## src/rtl/axi_pack.sv

```systemverilog
// Shared stream types and sizing helpers for the AXI-Stream FIFO.
// Imported by the FIFO top, its storage array and the bench.
package axi_pack;

    localparam int AXI_DW = 32;

    typedef struct packed {
        logic [AXI_DW-1:0] data;
        logic              last;
    } axi_beat_t;

    // Pointer width carries one extra wrap bit to tell full from empty.
    function automatic int ptr_w(input int depth);
        return $clog2(depth) + 1;
    endfunction

endpackage

```

## src/rtl/axis_fifo_if.sv

```systemverilog
// AXI-Stream handshake bundle with producer/consumer views.
// The FIFO takes a slave view on input and a master view on output.
interface axis_fifo_if #(
    parameter int DATA_WIDTH = 32
) ();

    logic [DATA_WIDTH-1:0] tData;
    logic                  tLast;
    logic                  tValid;
    logic                  tReady;

    modport master (
        output tData,
        output tLast,
        output tValid,
        input  tReady
    );

    modport slave (
        input  tData,
        input  tLast,
        input  tValid,
        output tReady
    );

endinterface

```

## src/rtl/axis_fifo_ram.sv

```systemverilog
// Simple dual-port register array: one write port, async read port.
// Contents are deliberately left unreset.
module axis_fifo_ram #(
    parameter int WIDTH = 33,
    parameter int DEPTH = 16
) (
    input  logic                     clk,
    input  logic                     we,
    input  logic [$clog2(DEPTH)-1:0] waddr,
    input  logic [WIDTH-1:0]         wdata,
    input  logic [$clog2(DEPTH)-1:0] raddr,
    output logic [WIDTH-1:0]         rdata
);

    logic [WIDTH-1:0] mem [DEPTH];

    always_ff @(posedge clk) begin
        if (we) begin
            mem[waddr] <= wdata;
        end
    end

    assign rdata = mem[raddr];

endmodule

```

## src/rtl/axis_fifo.sv

```systemverilog
// AXI-Stream FIFO with optional store-and-forward packet mode.
// Ready/valid are derived from registered pointers only.
module axis_fifo
    import axi_pack::*;
#(
    parameter int DATA_WIDTH  = 32,
    parameter int DEPTH       = 16,
    parameter int PACKET_MODE = 0
) (
    input  logic                      aclk,
    input  logic                      aresetn,
    axis_fifo_if.slave                s,
    axis_fifo_if.master               m,
    output logic [ptr_w(DEPTH)-1:0]   count,
    output logic [ptr_w(DEPTH)-1:0]   pkt_count
);

    localparam int AW = $clog2(DEPTH);
    localparam int PW = ptr_w(DEPTH);

    typedef struct packed {
        logic [DATA_WIDTH-1:0] data;
        logic                  last;
    } beat_t;

    logic [PW-1:0] wr_ptr;
    logic [PW-1:0] rd_ptr;
    logic [PW-1:0] pkt_q;
    logic          full;
    logic          empty;
    logic          push;
    logic          pop;
    logic          pkt_ok;
    beat_t         wbeat;
    beat_t         rbeat;

    assign full  = (wr_ptr[AW] != rd_ptr[AW]) &&
                   (wr_ptr[AW-1:0] == rd_ptr[AW-1:0]);
    assign empty = (wr_ptr == rd_ptr);

    // Full override keeps packets longer than DEPTH from deadlocking.
    assign pkt_ok = (PACKET_MODE == 0) || (pkt_q != '0) || full;

    assign s.tReady = !full;
    assign m.tValid = !empty && pkt_ok;

    assign push = s.tValid && s.tReady;
    assign pop  = m.tValid && m.tReady;

    assign wbeat = '{data: s.tData, last: s.tLast};
    assign m.tData = rbeat.data;
    assign m.tLast = rbeat.last;

    assign count     = wr_ptr - rd_ptr;
    assign pkt_count = pkt_q;

    always_ff @(posedge aclk or negedge aresetn) begin
        if (!aresetn) begin
            wr_ptr <= '0;
            rd_ptr <= '0;
            pkt_q  <= '0;
        end else begin
            if (push) begin
                wr_ptr <= wr_ptr + PW'(1);
            end
            if (pop) begin
                rd_ptr <= rd_ptr + PW'(1);
            end
            unique case ({push && s.tLast, pop && m.tLast})
                2'b10:   pkt_q <= pkt_q + PW'(1);
                2'b01:   pkt_q <= pkt_q - PW'(1);
                default: pkt_q <= pkt_q;
            endcase
        end
    end

    axis_fifo_ram #(
        .WIDTH ($bits(beat_t)),
        .DEPTH (DEPTH)
    ) u_ram (
        .clk   (aclk),
        .we    (push),
        .waddr (wr_ptr[AW-1:0]),
        .wdata (wbeat),
        .raddr (rd_ptr[AW-1:0]),
        .rdata (rbeat)
    );

endmodule

```

## src/flat_wrapper.sv

```systemverilog
// flat-port wrapper written by rule: the top's interface ports become plain ports
module axis_fifo_flat import axi_pack::*;
#(
    parameter int DATA_WIDTH  = 32,
    parameter int DEPTH       = 16,
    parameter int PACKET_MODE = 0
)
  (aclk, aresetn, count, pkt_count, s_tData, s_tLast, s_tValid, s_tReady, m_tData, m_tLast, m_tValid, m_tReady);
  axis_fifo_if #(.DATA_WIDTH(DATA_WIDTH)) s_i ();
  axis_fifo_if #(.DATA_WIDTH(DATA_WIDTH)) m_i ();
  input  logic aclk;
  input  logic aresetn;
  output logic [ptr_w(DEPTH)-1:0] count;
  output logic [ptr_w(DEPTH)-1:0] pkt_count;
  input wire logic [$bits(s_i.tData)-1:0] s_tData;
  input wire logic [$bits(s_i.tLast)-1:0] s_tLast;
  input wire logic [$bits(s_i.tValid)-1:0] s_tValid;
  output wire logic [$bits(s_i.tReady)-1:0] s_tReady;
  output wire logic [$bits(m_i.tData)-1:0] m_tData;
  output wire logic [$bits(m_i.tLast)-1:0] m_tLast;
  output wire logic [$bits(m_i.tValid)-1:0] m_tValid;
  input wire logic [$bits(m_i.tReady)-1:0] m_tReady;
  assign s_i.tData = s_tData;
  assign s_i.tLast = s_tLast;
  assign s_i.tValid = s_tValid;
  assign s_tReady = s_i.tReady;
  assign m_tData = m_i.tData;
  assign m_tLast = m_i.tLast;
  assign m_tValid = m_i.tValid;
  assign m_i.tReady = m_tReady;
  axis_fifo #(.DATA_WIDTH(DATA_WIDTH), .DEPTH(DEPTH), .PACKET_MODE(PACKET_MODE)) u_core (.aclk(aclk), .aresetn(aresetn), .s(s_i), .m(m_i), .count(count), .pkt_count(pkt_count));
endmodule
```

## config.mk

```make
export PLATFORM = sky130hd
export DESIGN_NAME = axis_fifo_flat
export DESIGN_NICKNAME = d
export VERILOG_FILES = /design/src/rtl/axi_pack.sv /design/src/rtl/axis_fifo_if.sv /design/src/rtl/axis_fifo_ram.sv /design/src/rtl/axis_fifo.sv /design/src/flat_wrapper.sv
export SDC_FILE = /design/constraint.sdc
export NUM_CORES = 1
export LEC_CHECK = 0
export CAP_MARGIN = 20
export CELL_PAD_IN_SITES_DETAIL_PLACEMENT = 1
export CELL_PAD_IN_SITES_GLOBAL_PLACEMENT = 2
export CORE_UTILIZATION = 51
export CTS_BUF_LIST = sky130_fd_sc_hd__clkbuf_8
export DETAILED_ROUTE_END_ITERATION = 7
export PLACE_DENSITY = 0.93
export SLEW_MARGIN = 30
export SYNTH_ARGS = -nofsm -noshare
export SYNTH_HDL_FRONTEND = slang
export SYNTH_SLANG_ARGS = --single-unit
```

## constraint.sdc

```tcl
create_clock -name aclk -period 6.12 [get_ports aclk]
set_input_delay 1.224 -clock aclk [delete_from_list [all_inputs] [get_ports aclk]]
set_output_delay 1.224 -clock aclk [all_outputs]
set_load 0.01 [all_outputs]
```

# Word level (Yosys, flattened, before mapping)
# Memory sizes are Yosys's and may differ from the RTL's.
# Cells that the tools add are included.
# word_totals
ff_bits	15
mem_bits_rw	528
out_inout_bits	45
mem_count	1
word_cells	25
input_bits	37
# op_classes
n_mux	3
n_reduce_logical	8
eq_ne	5
n_addsub	5
# mem_list
memory	depth	width	read_ports	rd_clocked_by_memory_dff	write_ports	line	rtl
u_core.u_ram.mem	16	33	1	0	1	axis_fifo_ram.sv:15	logic [WIDTH-1:0] mem [DEPTH];
# ops
operator	count
adder 5 x 1 -> 5 bit (second input constant)	3
one-hot mux 5 bit (2 select lines)	1
== test 5 bit	1
logical AND 1 bit	5
subtractor 5 x 1 -> 5 bit (second input constant)	1
subtractor 5 bit	1
== test 4 bit	1
== test 2 x 1 -> 1 bit (second input constant)	1
== test 2 bit (second input constant)	1
zero test 1 bit	2
2-to-1 mux 1 bit	2
nonzero test 2 bit	1
inequality test 1 bit	1

# Longest topological paths before layout
# depth
ltp_word	7
depth_mapped	16
depth_no_buf	13

# Hierarchy
# A second synthesis with hierarchy kept.
# hier_totals
hier_cells	918
area_unflattened_um2	20925.1
# by_module_without_submodules
module	instances	cells_each	area_per_inst_um2	seq_area_each_um2
axis_fifo_ram	1	831	19970.4	15855.2
axis_fifo	1	87	954.7	375.4

# Worst setup path after synthesis
# OpenSTA, ideal clock, no wires.
# synth_timing
path_type	flip-flop to flip-flop
startpoint	register u_core.rd_ptr[1]
endpoint	memory u_core.u_ram.mem[3][0] (enable)
path_buffers	3
setup_ns	0.464
t_arrival_ns	4.262
slack_ns	1.394
synth_period_minus_slack_ns	4.726
stages_incl_launch_ff	10
required_time_ns	5.656
path_cell_list	dfrtp_1 > buf_2 > buf_2 > buf_2 > inv_1 > ha_1 > and4_1 > a21boi_2 > nand2_1 > nor3_1
# synth_via
elab_chain_len	6
# synth_rtl
element	line	rtl
from (decl)	axis_fifo.sv:27	logic [PW-1:0] rd_ptr;
from (signal assigned)	axis_fifo.sv:67	rd_ptr <= rd_ptr + PW'(1);
== test 4 bit	axis_fifo.sv:38	(wr_ptr[AW-1:0] == rd_ptr[AW-1:0]);
logical AND 1 bit	axis_fifo.sv:37	assign full = (wr_ptr[AW] != rd_ptr[AW]) &&
zero test 1 bit	axis_fifo.sv:44	assign s.tReady = !full;
logical AND 1 bit	axis_fifo.sv:47	assign push = s.tValid && s.tReady;
2-to-1 mux 1 bit	axis_fifo_ram.sv:18	if (we) begin
2-to-1 mux 1 bit (implied by the code)	axis_fifo_ram.sv:19	mem[waddr] <= wdata;
to (decl)	axis_fifo_ram.sv:15	
# No other way between the ends.

# Final worst setup path
# layout_timing
startpoint	register u_core.rd_ptr[0]
endpoint	output m_tData[2]
# layout_via
elab_chain_len	1
# layout_rtl
element	line	rtl
memory (16 x 33 bit)	-	
to (decl)	flat_wrapper.sv:19	output wire logic [$bits(m_i.tData)-1:0] m_tData;
# No other way between the ends.

==> qor.yml <==
outcome: "completed"
grt_pass1_wl_um: 73000
cp_top_family: "buffers and inverters"
mostFrequentLayoutCells: "edfxtp_1, mux4_2, clkbuf_8"
grt_max_degree: 86
post-route-drc-count: 0
n_fill_cell: 3403
routed-via-count: 10416
seq_area_frac_synth: 0.772
dpl_cell_area_mm2: 0.0226
drt_pass1_iterations: 5
coreArea_mm2: 0.0407
cts.sinks: 543
die_area_mm2: 0.0420
holdBufCountCts: 0
cp.arrival_ns: 3.61
stdcell_area_mm2: 0.0241
worst_clock_skew_ns: 0.0291
grt_pass1_vias: 11146
syn_nets: 984
insertion_delay_ns: 0.67
netlist_area_mm2: 0.0210
place_inst: 1528
io_pins: 82
cts_tree: "yes"
drv_cap: 0
rows: 74
power.density_mw_per_mm2: 468
min_path_type: "reg2reg"
antennaDiodeCount: 0
io_buffers: 81
synth.distinct_cells: 38
path_buf_inv: 2
yosys_warnings: 0
path_max_fanout: 47
cts_resized: 0
post_cts_buffers: 0
area_delta_synth_final_pct: 14.8
timing.final.crit_share: 0.789
ctsHtreeMaxLevel: 3
totalWireLength_um: 51800
antenna_found_initial: 1
fin_cells: 1679
max_stage_delay_ns: 0.90
slowest_stage: "dfrtp_4"
final-setup-viol-count: 0
irDropWorstVdd_mv: 0.280
worstSetupPathType: "reg2out"
cts.path.max_buffers: 3
final_common_cell: "edfxtp_1"
rsz0062_at_grt: "no"
slew_headroom: 0.368
worstSetupEndpointType: "primary output"
grtUsageTotal: 0.248
clock-root-buffer: "clkbuf_8"
drive_gt1_frac: 0.221
p_leak_nw: 7.92
max_slew.worst_pin.slew_ns: 0.946
clk_pin_slew_ns: 0.06
synth.avg_cell_area_um2: 22.6
viasPerCell: 6.20
ys_ff_latch: 543
ant_nets: 0
synth_cells: 932
nNetsFinal: 1139
grt-ovfl-total: 0
drtIter0Drc: 1050
drv_slew: 0
final_hold_viol_count: 0
place_congestion: 0.702
power.total_mw: 11.3
path_cells: "buf_12 > mux4_2 > a22oi_1 > nand2_1 > clkdlybuf4s50_1"
cts_made_buffers: 85
required_ns: 4.90
fin_crit_ns: 4.83
die_y_um: 205
initial_utilization: 0.516
wl_per_cell_um: 30.9
hpwl_um: 27800
fmax_ghz: 0.207
die_w_um: 205
cp-start-kind: "flip-flop"
fin_setup_tns_ns: 0
path summary, 6_finish.rpt:
path	start	to	slack [ns]	cells after the start
setup / recovery	u_core.rd_ptr[0]$_DFFE_PN0P_	m_tData[2]	1.29	5
hold / removal	u_core.pkt_count[2]$_DFFE_PN0P_	u_core.pkt_count[2]$_DFFE_PN0P_	0.53	2
setup reg to reg	u_core.rd_ptr[1]$_DFFE_PN0P_	u_core.u_ram.mem[5][18]$_DFFE_PP_	2.05	7
hold reg to reg	u_core.pkt_count[2]$_DFFE_PN0P_	u_core.pkt_count[2]$_DFFE_PN0P_	0.53	2
min in group asynchronous	aresetn	u_core.rd_ptr[4]$_DFFE_PN0P_	1.01	1
max in group asynchronous	aresetn	u_core.rd_ptr[0]$_DFFE_PN0P_	4.56	1
layout make-up:
cell class / count / area [um^2] / share of cell area
multi-input combinational: 330 / 4550 / 0.189
timing repair buffer: 113 / 1170 / 0.0484
clock inverter: 61 / 273 / 0.0113
tap: 532 / 666 / 0.0276
clock buffer: 86 / 1180 / 0.0490
inverter: 14 / 55.1 / 0.00228
sequential: 543 / 16200 / 0.673
logic make-up after synthesis:
kind of cell / Yosys count / synth area share
flip-flops: 543 / 0.772
multiplexers: 133 / 0.148
AO/OA/AOI/OAI: 85 / 0.0295
AND/OR/NAND/NOR: 81 / 0.0160
buffers and inverters: 59 / 0.0181
XOR/XNOR: 16 / 0.00666
adder cells (fa/ha/maj): 15 / 0.00964
cell usage after synthesis, drive strengths merged:
cell,number,share of area
edfxtp,528,0.75
mux4,132,0.15
a22oi,64,0.023
nand2,50,0.0089
clkbuf,23,0.0041
buf,22,0.011
nor2,16,0.0029
dfrtp,15,0.018
inv,14,0.0025
ha,13,0.0077
xnor2,12,0.0050
o21ai,6,0.0014
nor3,5,0.0012
a21oi,4,0.00095
xor2,4,0.0017
a21o,3,0.0011
nand4,3,0.00089
a21boi,2,0.00089
fa,2,0.0019
nand2b,2,0.00059
o311ai,2,0.00083
a211oi,1,0.00036
and3,1,0.00030
and4,1,0.00042
mux2i,1,0.00048
nand3,1,0.00024
nor2b,1,0.00030
o211ai,1,0.00036
o21a,1,0.00036
o31a,1,0.00042
or3,1,0.00030
registers in the layout, indices dropped and copies added, names as in the netlist:
signal / cells
u_core.pkt_count: 5
u_core.rd_ptr: 5
u_core.u_ram.mem: 528
u_core.wr_ptr: 5
stage by stage:
stage	worst slack [ns]	hold slack, ns	utilization
floorplan	1.39	0.501	-
global placement	2.03	0.513	0.554
detailed placement	1.94	0.521	0.554
CTS	1.19	0.537	0.590
global route	1.12	0.568	0.592
finish	1.29	0.532	0.592
report_power, final:
group	switching, mW	leakage, nW	internal, mW
clock network	1.43	0.868	1.31
registers	0.319	4.95	4.50
logic	1.95	2.10	1.78
total	3.71	7.92	7.59
worst min-delay path: stages (launching register included):
cell and delay (ns):
dfrtp_1 0.38, nand2_1 0.06, o21ai_0 0.06
routing by layer:
metal,wire length [um],up-vias,GRT usage
li1,-,4275,-
met1,19600,5538,0.313
met2,27100,501,0.422
met3,3440,100,0.0514
met4,1640,2,0.0995
met5,13,-,0
No activity file was read; power rests on OpenSTA's default activity.
